<file path="config.mk">
export PLATFORM = sky130hd
export DESIGN_NAME = iq_serializer
export DESIGN_NICKNAME = d
export VERILOG_FILES = /design/src/rtl/iq_serializer.sv
export SDC_FILE = /design/constraint.sdc
export NUM_CORES = 1
export LEC_CHECK = 0
export ABC_AREA = 1
export BUFFER_PORTS_ARGS = -buffer_cell sky130_fd_sc_hd__buf_4
export CORE_AREA = 4 4 178 180
export CTS_CLUSTER_SIZE = 16
export DETAILED_ROUTE_END_ITERATION = 8
export DIE_AREA = 0 0 182 184
export PLACE_DENSITY = 0.76
export SLEW_MARGIN = 10
export SYNTH_ARGS = -nofsm -noshare
export SYNTH_HDL_FRONTEND = slang
export SYNTH_SLANG_ARGS = --single-unit
export TNS_END_PERCENT = 100
</file>
<file path="constraint.sdc">
create_clock -name clk -period 18.9 [get_ports clk]
set_input_delay 0.945 -clock clk [delete_from_list [all_inputs] [get_ports clk]]
set_output_delay 0.945 -clock clk [all_outputs]
set_load 0.01 [all_outputs]
</file>
<file path="src/rtl/iq_serializer.sv">
`default_nettype none
// ============================================================================
//  Module   : iq_serializer
//  Purpose  : Packs N_CH parallel I/Q pairs into a strobed DW-bit word burst
//             (I0,Q0,I1,Q1,...), with one pending set of double-buffering.
//  Revision : 1.0  initial release
// ============================================================================
module iq_serializer #(
    parameter int DW   = 20,
    parameter int N_CH = 4
) (
    input  logic               clk,
    input  logic               reset,
    input  logic               strobe_in,
    input  logic [N_CH*DW-1:0] i_in,
    input  logic [N_CH*DW-1:0] q_in,
    input  logic               overrun_clr,
    output logic [DW-1:0]      stream_out,
    output logic               strobe_out,
    output logic               busy,
    output logic               overrun,
    output logic [15:0]        drop_cnt
);

    localparam int NW = 2 * N_CH;
    localparam int IW = (NW > 1) ? $clog2(NW) : 1;
    localparam logic [IW-1:0] LAST_IDX = IW'(NW - 1);

    typedef enum logic [1:0] {
        S_IDLE = 2'd0,
        S_SEND = 2'd1,
        S_GAP  = 2'd2
    } state_t;

    state_t               state_q;
    logic [IW-1:0]        idx_q;
    logic [N_CH*DW-1:0]   active_i_q;
    logic [N_CH*DW-1:0]   active_q_q;
    logic [N_CH*DW-1:0]   pend_i_q;
    logic [N_CH*DW-1:0]   pend_q_q;
    logic                 pend_valid_q;
    logic [DW-1:0]        stream_q;
    logic                 strobe_q;
    logic                 busy_q;
    logic                 overrun_q;
    logic [15:0]          drop_cnt_q;

    logic [IW-1:0]        idx_d;
    logic [DW-1:0]        next_word;
    int                   next_ch;

    assign idx_d = idx_q + IW'(1);

    // Output is registered, so the word shown next cycle is selected by idx+1.
    always_comb begin
        next_ch   = int'(idx_d >> 1);
        next_word = idx_d[0] ? active_q_q[next_ch*DW +: DW]
                             : active_i_q[next_ch*DW +: DW];
    end

    always_ff @(posedge clk) begin
        if (reset) begin
            state_q      <= S_IDLE;
            idx_q        <= '0;
            pend_valid_q <= 1'b0;
            stream_q     <= '0;
            strobe_q     <= 1'b0;
            busy_q       <= 1'b0;
            overrun_q    <= 1'b0;
            drop_cnt_q   <= '0;
        end else begin
            strobe_q <= 1'b0;
            stream_q <= '0;
            // A drop later in this block overrides the clear.
            if (overrun_clr) begin
                overrun_q <= 1'b0;
            end

            case (state_q)
                S_IDLE: begin
                    busy_q <= strobe_in;
                    if (strobe_in) begin
                        active_i_q <= i_in;
                        active_q_q <= q_in;
                        idx_q      <= '0;
                        strobe_q   <= 1'b1;
                        stream_q   <= i_in[DW-1:0];
                        state_q    <= S_SEND;
                    end
                end

                S_SEND: begin
                    busy_q <= 1'b1;
                    if (idx_q == LAST_IDX) begin
                        state_q <= S_GAP;
                    end else begin
                        idx_q    <= idx_d;
                        strobe_q <= 1'b1;
                        stream_q <= next_word;
                    end
                    if (strobe_in) begin
                        if (!pend_valid_q) begin
                            pend_i_q     <= i_in;
                            pend_q_q     <= q_in;
                            pend_valid_q <= 1'b1;
                        end else begin
                            overrun_q <= 1'b1;
                            if (drop_cnt_q != 16'hFFFF) begin
                                drop_cnt_q <= drop_cnt_q + 16'd1;
                            end
                        end
                    end
                end

                S_GAP: begin
                    if (pend_valid_q) begin
                        active_i_q   <= pend_i_q;
                        active_q_q   <= pend_q_q;
                        pend_valid_q <= strobe_in;
                        if (strobe_in) begin
                            pend_i_q <= i_in;
                            pend_q_q <= q_in;
                        end
                        idx_q    <= '0;
                        strobe_q <= 1'b1;
                        stream_q <= pend_i_q[DW-1:0];
                        busy_q   <= 1'b1;
                        state_q  <= S_SEND;
                    end else if (strobe_in) begin
                        active_i_q <= i_in;
                        active_q_q <= q_in;
                        idx_q      <= '0;
                        strobe_q   <= 1'b1;
                        stream_q   <= i_in[DW-1:0];
                        busy_q     <= 1'b1;
                        state_q    <= S_SEND;
                    end else begin
                        busy_q  <= 1'b0;
                        state_q <= S_IDLE;
                    end
                end

                default: begin
                    busy_q  <= 1'b0;
                    state_q <= S_IDLE;
                end
            endcase
        end
    end

    assign stream_out = stream_q;
    assign strobe_out = strobe_q;
    assign busy       = busy_q;
    assign overrun    = overrun_q;
    assign drop_cnt   = drop_cnt_q;

endmodule
`default_nettype wire

</file>
== Yosys cells after proc, flatten, opt, wreduce, memory -nomap -nowiden ==
Cells that the tools add are included.
Operators by class
  reduce and logical (&&, ||, !) cells: 10
  add/sub/neg operators: 2
  magnitude comparators: 0
  $mul: 1
  shifts and indexed selects: 2
  equal/unequal tests: 11
  bitwise operators: 1
  muxes and demuxes: 42
  div/mod/pow operators: 0
Operators by type and width (count)
  $mux 80: 12
  $pmux 80 s2: 4
  $mux 20: 4
  $shiftx 80x32->20: 1
  $shiftx 80x8->20: 1
  $pmux 20 s3: 1
  $add 16x1->16 const B: 1
  $ne 16x16->1 const B: 1
  $ne 2x2->1 const B: 7
  $mux 1: 11
  $mux 3: 3
  $pmux 3 s3: 1
  $reduce_and 2->1: 4
  $pmux 1 s3: 2
  $pmux 2 s3: 1
  $reduce_and 6->1: 1
  $mul 2x3->5 const B: 1
  $mux 2: 2
  $reduce_and 4->1: 1
  $reduce_bool 2->1: 2
  $add 3x1->3 const B: 1
  $eq 3x3->1 const B: 1
  $reduce_bool 3->1: 1
  $eq 2x1->1 const B: 1
  other kinds (4): 4
Word-level totals
  memories: 0
  input bits: 164
  flip-flop bits (word level): 365
  word-level logic and storage cells: 81
  memory bits (read-only): 0
  bits in writable memories: 0
  output and inout bits: 39
  bits in latches: 0

== Depth between registers and ports, before layout ==
Gate-level depths: netlist of the first run.
  depth after elaboration: 6
  mapped depth: 9
  mapped depth without buffers: 9

== Worst setup path before layout of the first run ==
No wires, ideal clock.
  kind: input -> register
  from: input strobe_in
  to: register pend_i_q[0] (enable)
  buffers on the path: 3
  library setup time: 917 ps
  stages: 5
  data arrival time: 13159 ps
  path slack: 4824 ps
  required time: 17983 ps
  cells stage by stage: buf_4 buf_4 buf_2 nand3_1 a211oi_1
On the way
  cells in the longest elaborated chain, start to end: 2
  elaborated cells between the ends (all ways): 3
  those cells by class: 2 x eq/ne; 1 x reduce/logical
RTL lines
  from (decl): line 14  | input logic strobe_in,
  $ne 2x2->1 (no line)
  $reduce_and 6->1 (no line) (*)
  to (signal assigned): line 103  | pend_i_q <= i_in;
  to (signal assigned): line 121  | pend_i_q <= i_in;
  to (decl): line 39  | logic [N_CH*DW-1:0] pend_i_q;
Mark *: on every way between the ends. The rest lies on a longest branch, timed or not.
A chain may end at the register's enable or synchronous reset.

== Worst setup path after layout of the first run ==
  from: input strobe_in
  to: register pend_q_q[78] (enable)
On the way
  cells in the longest elaborated chain, start to end: 2
  elaborated cells between the ends (all ways): 3
  those cells by class: 2 x eq/ne; 1 x reduce/logical
RTL lines
  $ne 2x2->1 (no line)
  $reduce_and 6->1 (no line) (*)
  to (signal assigned): line 104  | pend_q_q <= q_in;
  to (signal assigned): line 122  | pend_q_q <= q_in;
  to (decl): line 40  | logic [N_CH*DW-1:0] pend_q_q;
Marked as above.

==> results of run 1 <==
-- layer usage --
layer	up-vias	global-route usage, %	part of all wire (%)
li1	6068	-	-
met1	6181	37.4	38
met2	820	40.8	45
met3	119	6.23	12
met4	2	10.7	4.4
met5	-	0	0.028
-- report_power, final --
| group | switching [W] | total (W) | internal [W] |
|---|---|---|---|
| Sequential | 0.0000816 | 0.00117 | 0.00109 |
| Combinational | 0.000326 | 0.000471 | 0.000145 |
| Clock | 0.000300 | 0.000691 | 0.000391 |
-- state kept, by name, indices dropped and copies added (netlist names), 2 cells and up --
register    count
pend_i_q       80
stream_out     20
active_i_q     80
state_q         2
idx_q           3
active_q_q     80
drop_cnt       16
pend_q_q       80
-- placed cells by master, fill, tap and decap left out, types with 2 or more instances in the layout --
| cell | synthesis | final |
|---|---|---|
| inv_4 | 0 | 2 |
| a21oi_1 | 49 | 49 |
| xor2_1 | 2 | 2 |
| nand4_1 | 2 | 2 |
| inv_2 | 3 | 2 |
| clkbuf_8 | 0 | 3 |
| nand2_1 | 271 | 270 |
| clkinv_2 | 0 | 4 |
| clkbuf_1 | 53 | 13 |
| edfxtp_1 | 320 | 320 |
| ha_1 | 8 | 8 |
| a21boi_0 | 20 | 20 |
| buf_4 | 4 | 215 |
| inv_1 | 44 | 43 |
| nand3_1 | 67 | 67 |
| nor2_1 | 334 | 332 |
| nor2_2 | 2 | 3 |
| xnor2_1 | 5 | 5 |
| clkbuf_16 | 0 | 39 |
| a31oi_1 | 28 | 28 |
| o21ai_1 | 16 | 16 |
| a21oi_2 | 10 | 10 |
| nor2_4 | 1 | 2 |
| dfxtp_1 | 45 | 44 |
| o21ai_0 | 324 | 323 |
| clkinv_1 | 1 | 7 |
-- kinds of logic (layout without fill, tap and decap cells) --
group | Yosys count | after routing | synth area share, %
and+or+nand+nor | 679 | 679 | 16.2
buffers and inverters | 158 | 330 | 4.19
adders and majority gates | 8 | 8 | 0.610
DFF | 365 | 365 | 64.0
AOI/OAI and AO/OA | 451 | 451 | 14.6
xor gates and xnor gates | 7 | 7 | 0.373
-- critical path: stages --
cell and delay, ns:
buf_4 0.56, nand3_1 0.24, a211oi_4 0.25, buf_4 0.94, buf_4 0.95
-- stage by stage --
| stage | utilization [%] | hold WS [ns] | power, W |
|---|---|---|---|
| finish | 63.5 | 0.482 | 0.00233 |
| global route | 63.5 | 0.525 | 0.00244 |
| CTS | 63.5 | 0.487 | 0.00234 |
| detailed placement | 59.8 | 0.478 | 0.00165 |
| global placement | 59.8 | 0.465 | 0.00163 |
| floorplan | - | 0.445 | 0.00148 |
-- layout make-up --
| type | instances | area, um2 | share of cell area, % |
|---|---|---|---|
| clock inverter | 12 | 58.8 | 0.307 |
| tap | 396 | 495 | 2.58 |
| timing repair buffer | 215 | 1610 | 8.41 |
| sequential | 365 | 10500 | 54.8 |
| inverter | 48 | 185 | 0.965 |
| clock buffer | 55 | 1070 | 5.56 |
| multi-input combinational | 1145 | 5250 | 27.4 |
-- final timing paths --
kind / start / to / slack (ns) / depth (start not counted)
setup / recovery: strobe_in / pend_q_q[78] / 15.07 / 5
hold / removal: idx_q[1] / idx_q[1] / 0.48 / 2
setup reg to reg: state_q[0] / stream_out[14] / 15.08 / 8
hold reg to reg: idx_q[1] / idx_q[1] / 0.48 / 2
==> qor.yml, run 1 <==
floorplanning:
  rows: 64
  core_mm2: 0.0302
  die_h_um: 184
  die_w_um: 182
  ios: 203
  initial_utilization_pct: 54.4
  die_area_mm2: 0.0335
timing:
  worst_pin_slew_ns: 1.22
  setup_ws_ns: 15.07
  setup_violations: 0
  max_slew_margin_pct: 18.9
  drv_slew: 0
  skew_ns: 0.0226
  finalHoldViolCount: 0
  period_share_pct: 20.2
  rsz0062_at_grt: "no"
  fmax_ghz: 0.261
  period_needed_ns: 3.83
  finalSetupTns_ns: 0
setup_path:
  cp.required_ns: 19.04
  critPathMaxFanout: 85
  crit_path_start_kind: "input pin"
  endpoint_kind: "flip-flop"
  worst_ep_arrival_time_ns: 3.96
  critPathKind: "in -> reg"
synth:
  synth_flop_cell: "edfxtp_1"
  synth.distinct_cells: 30
  syn_nets: 1840
  async_reset_ff_share_pct: 0
  yosys-top-cells-count: "nor2_1, o21ai_0, edfxtp_1"
  synth-edff-count: 320
  syn-cell-area_mm2: 0.0164
  yosysSeqAreaShare_pct: 64.0
  synth-seq-cells: 365
  synth_cells: 1668
  synth_top_area_share_pct: 58.5
  synth.most_common_cell: "nor2_1"
  syn_area_per_cell_um2: 9.84
  yosysWarnings: 0
  synth_top_cell_by_area: "edfxtp_1"
  netlist_top_cells_area: "edfxtp_1, o21ai_0, nor2_1, nand2_1, dfxtp_1"
clocking:
  hold_buffers: 0
  cts_buffers: 38
  cts_sinks: 365
  clkTransAtPathRegs_ns: 0.06
  cts_root_buffer: "clkbuf_16"
  clk_path_buf_depth: 3
  cts_tree: "built"
  clock_latency_ns: 0.52
  cts.htree.levels: 2
  cts-resized-gates: 0
  cts_setup_buffers: 0
placed_design:
  dp_hpwl_um: 29100
  place_area_mm2: 0.0181
  dp.cells: 2169
  pre_cts_ws_ns: 14.56
  gp_congestion: 0.874
  numPortBuffers: 202
global_route:
  grt_pass1_wl_um: 70600
  grtUsageTotal_pct: 26.7
  grt_pass1_vias: 12664
  overflow: 0
  grt_max_degree: 108
  grt_antenna_before_repair: 1
detailed_routing:
  drt_iter0_drc: 1711
  route.vias.total: 13190
  drt_first_pass_iters: 6
  routed_wl_um: 46200
  post_drt_via_cell_ratio: 5.90
  drc: 0
  wire_per_inst_um: 20.7
  ant_nets: 0
layout:
  fin_cells: 2236
  area_growth_pct: 16.8
  layout-drive-gt1-share_pct: 15.7
  diodes: 0
  fillers: 2428
  fin_nets: 1985
  final_area_mm2: 0.0192
run_status:
  run_status: "finished, final reports clean"
power:
  power_density_mw_per_mm2: 122
  vdd_drop_max_mv: 0.0678
  power_leakage_nw: 7.00
job:
  maxCapViolCount: 0
hold_path:
  hold_path.class: "reg -> reg"
No activity file was read; power rests on OpenSTA's default activity.
==> inputs of run 2 (changes only) <==
Clock period 18.9 ns to 3.9 ns, I/O delays scaled along.
==> run 2 against run 1 <==
Against the previous run:
- via count is 4.8% higher
- sequential power rose to 4.8 times the previous value
- first-iteration DRC count is 2.8% higher
- core utilization increased by 6.4 points
- clock power rose to 5.5 times the previous value
- sequential share of layout area down 5.0 points
- final area rose by 10%
- register-to-register slack got worse by 14 ns
- setup slack worse by 14 ns
- die area unchanged
- critical path depth is 1 higher
==> qor.yml, run 2 (synthesis gave the netlist of run 1 again) <==
clocking:
  cts_root_buffer: "clkbuf_16"
  clk_path_buf_depth: 3  # unchanged
  clkTransAtPathRegs_ns: 0.06  # about the same
  cts.htree.levels: 2  # unchanged
  clock_latency_ns: 0.53  # about the same
  cts_sinks: 365  # unchanged
  cts_tree: "built"
  cts_buffers: 39  # +2.6%
floorplanning:
  die_h_um: 184  # unchanged
  ios: 203  # unchanged
  rows: 64  # unchanged
  die_area_mm2: 0.0335  # unchanged
  initial_utilization_pct: 54.4  # unchanged
  die_w_um: 182  # unchanged
  core_mm2: 0.0302  # unchanged
timing:
  period_needed_ns: 2.69
  max_slew_margin_pct: 37.2  # +18 points
  worst_pin_slew_ns: 0.940  # -0.276 ns
  drv_slew: 0  # unchanged
  finalHoldViolCount: 0  # unchanged
  skew_ns: 0.0169  # -0.00572 ns
  period_share_pct: 69.0
  setup_violations: 0  # unchanged
  fmax_ghz: 0.372
  rsz0062_at_grt: "no"
  setup_ws_ns: 1.21  # -13.87 ns
global_route:
  overflow: 0  # unchanged
  grt_max_degree: 131  # +21%
  use_met2_pct: 45.9  # +5.1 points
  grt_pass1_vias: 13765  # +8.7%
  use_met1_pct: 37.0  # -0.39 points
  top_usage_layer: "met2"
  use_met3_pct: 6.93  # +0.69 points
  grtUsageTotal_pct: 28.3  # +1.6 points
  grt_antenna_before_repair: 0  # -1
  grt_pass1_wl_um: 75100  # +6.3%
layout:
  diodes: 0  # unchanged
  ff_latch_area_mm2: 0.0105  # about the same
  final_area_mm2: 0.0211  # +10%
  multiInputGateArea_mm2: 0.00528  # +0.50%
  fin_nets: 2154  # +8.5%
  final_util_pct: 70.0  # +6.4 points
  fillers: 2135  # -12%
  area_growth_pct: 28.7
  layout_common_cells: "nor2_1, o21ai_0, edfxtp_1"
  layout-drive-gt1-share_pct: 15.4  # -0.31 points
  final_common_cell: "nor2_1"
placed_design:
  place_area_mm2: 0.0182  # +0.82%
  numPortBuffers: 202  # unchanged
  gp_congestion: 0.866  # -0.92%
  dp_hpwl_um: 29300  # +0.94%
  pre_cts_ws_ns: 1.25  # -13.30 ns
power:
  power.switching_w: 0.00354  # +400%
  power_density_mw_per_mm2: 568  # +370%
  p_int_w: 0.00845  # +420%
  seqPwrFrac_pct: 47.3  # -2.9 points
  p_comb_share_pct: 20.8  # +0.6 points
  vdd_drop_max_mv: 0.370  # +450%
  power_leakage_nw: 7.82  # +12%
  clock_power_share_pct: 32.0  # +2.4 points
  p_sw_share_pct: 29.5  # -0.82 points
setup_path:
  worst_ep_arrival_time_ns: 3.05  # -0.91 ns
  critPathKind: "reg -> reg"
  critPathMaxFanout: 98  # +15%
  cp.required_ns: 4.26  # -14.78 ns
  regToRegSetupSlack_ns: 1.21  # -13.87 ns
  crit_path_start_kind: "flip-flop"
  endpoint_kind: "flip-flop"
detailed_routing:
  post_drt_via_cell_ratio: 5.75  # -2.5%
  wire_per_inst_um: 20.3  # -1.9%
  drt_iter0_drc: 1759  # +2.8%
  route.vias.total: 13825  # +4.8%
  routed_wl_um: 48700  # +5.4%
  ant_nets: 0  # unchanged
  drc: 0  # unchanged
  drt_first_pass_iters: 6  # unchanged
job:
  maxCapViolCount: 0  # unchanged
hold_path:
  hold_path.class: "in -> reg"
run_status:
  run_status: "finished, final reports clean"
[run 2: final timing paths]
path	startpoint	end	cells past startpoint
hold / removal	reset	drop_cnt[13]	2
setup reg to reg	state_q[0]	active_q_q[71]	6
setup / recovery	state_q[0]	active_q_q[71]	6
hold reg to reg	overrun	overrun	2
[run 2: area by class of cell]
class,instances,area share [%]
flip-flops and latches,365,49.8
multi-input cells,1145,25.0
repair buffers,383,15.8
clock buffers,47,5.01
well taps,396,2.35
clock inverters,19,1.16
inverters,48,0.889
[run 2: power by group through the flow]
stage	Clock (W)	Combinational (W)	Sequential, W
after floorplan	0	0.00143	0.00563
after global placement	0	0.00226	0.00571
after detailed placement	0	0.00232	0.00572
after CTS	0.00385	0.00246	0.00566
after global routing	0.00403	0.00274	0.00573
final	0.00383	0.00249	0.00567
[run 2: stage by stage]
step                      hold WS, ns  cells  power [W]  setup TNS (ns)
after CTS                      0.0318   2403     0.0120               0
final                          0.0428   2403     0.0120               0
after global routing           0.0456   2403     0.0125               0
after global placement          0.383   2176    0.00797               0
after floorplan                 0.294   1668    0.00706         -217.80
after detailed placement        0.384   2176    0.00804               0
[run 2: what timing repair did]
item                                   CTS  global route
resized for setup                        0             0
hold buffers                           161             0
endpoints found under the hold margin  161             0
buffers inserted                         0             0
[run 2: critical path, cell delays in order, from the launching register on]
cell and delay, ns:
dfxtp_4 0.39, inv_4 0.04, ha_4 0.17, nand2_4 0.53, buf_4 0.85, o21ai_0 0.26
o21ai_0 0.25
[run 2: routing by layer]
metal / up-vias / wire length (um) / share of wire [%]
li1: 6415 / - / -
met1: 6527 / 18600 / 38
met2: 765 / 22900 / 47
met3: 116 / 5110 / 10
met4: 2 / 2000 / 4.1
met5: - / 26 / 0.053
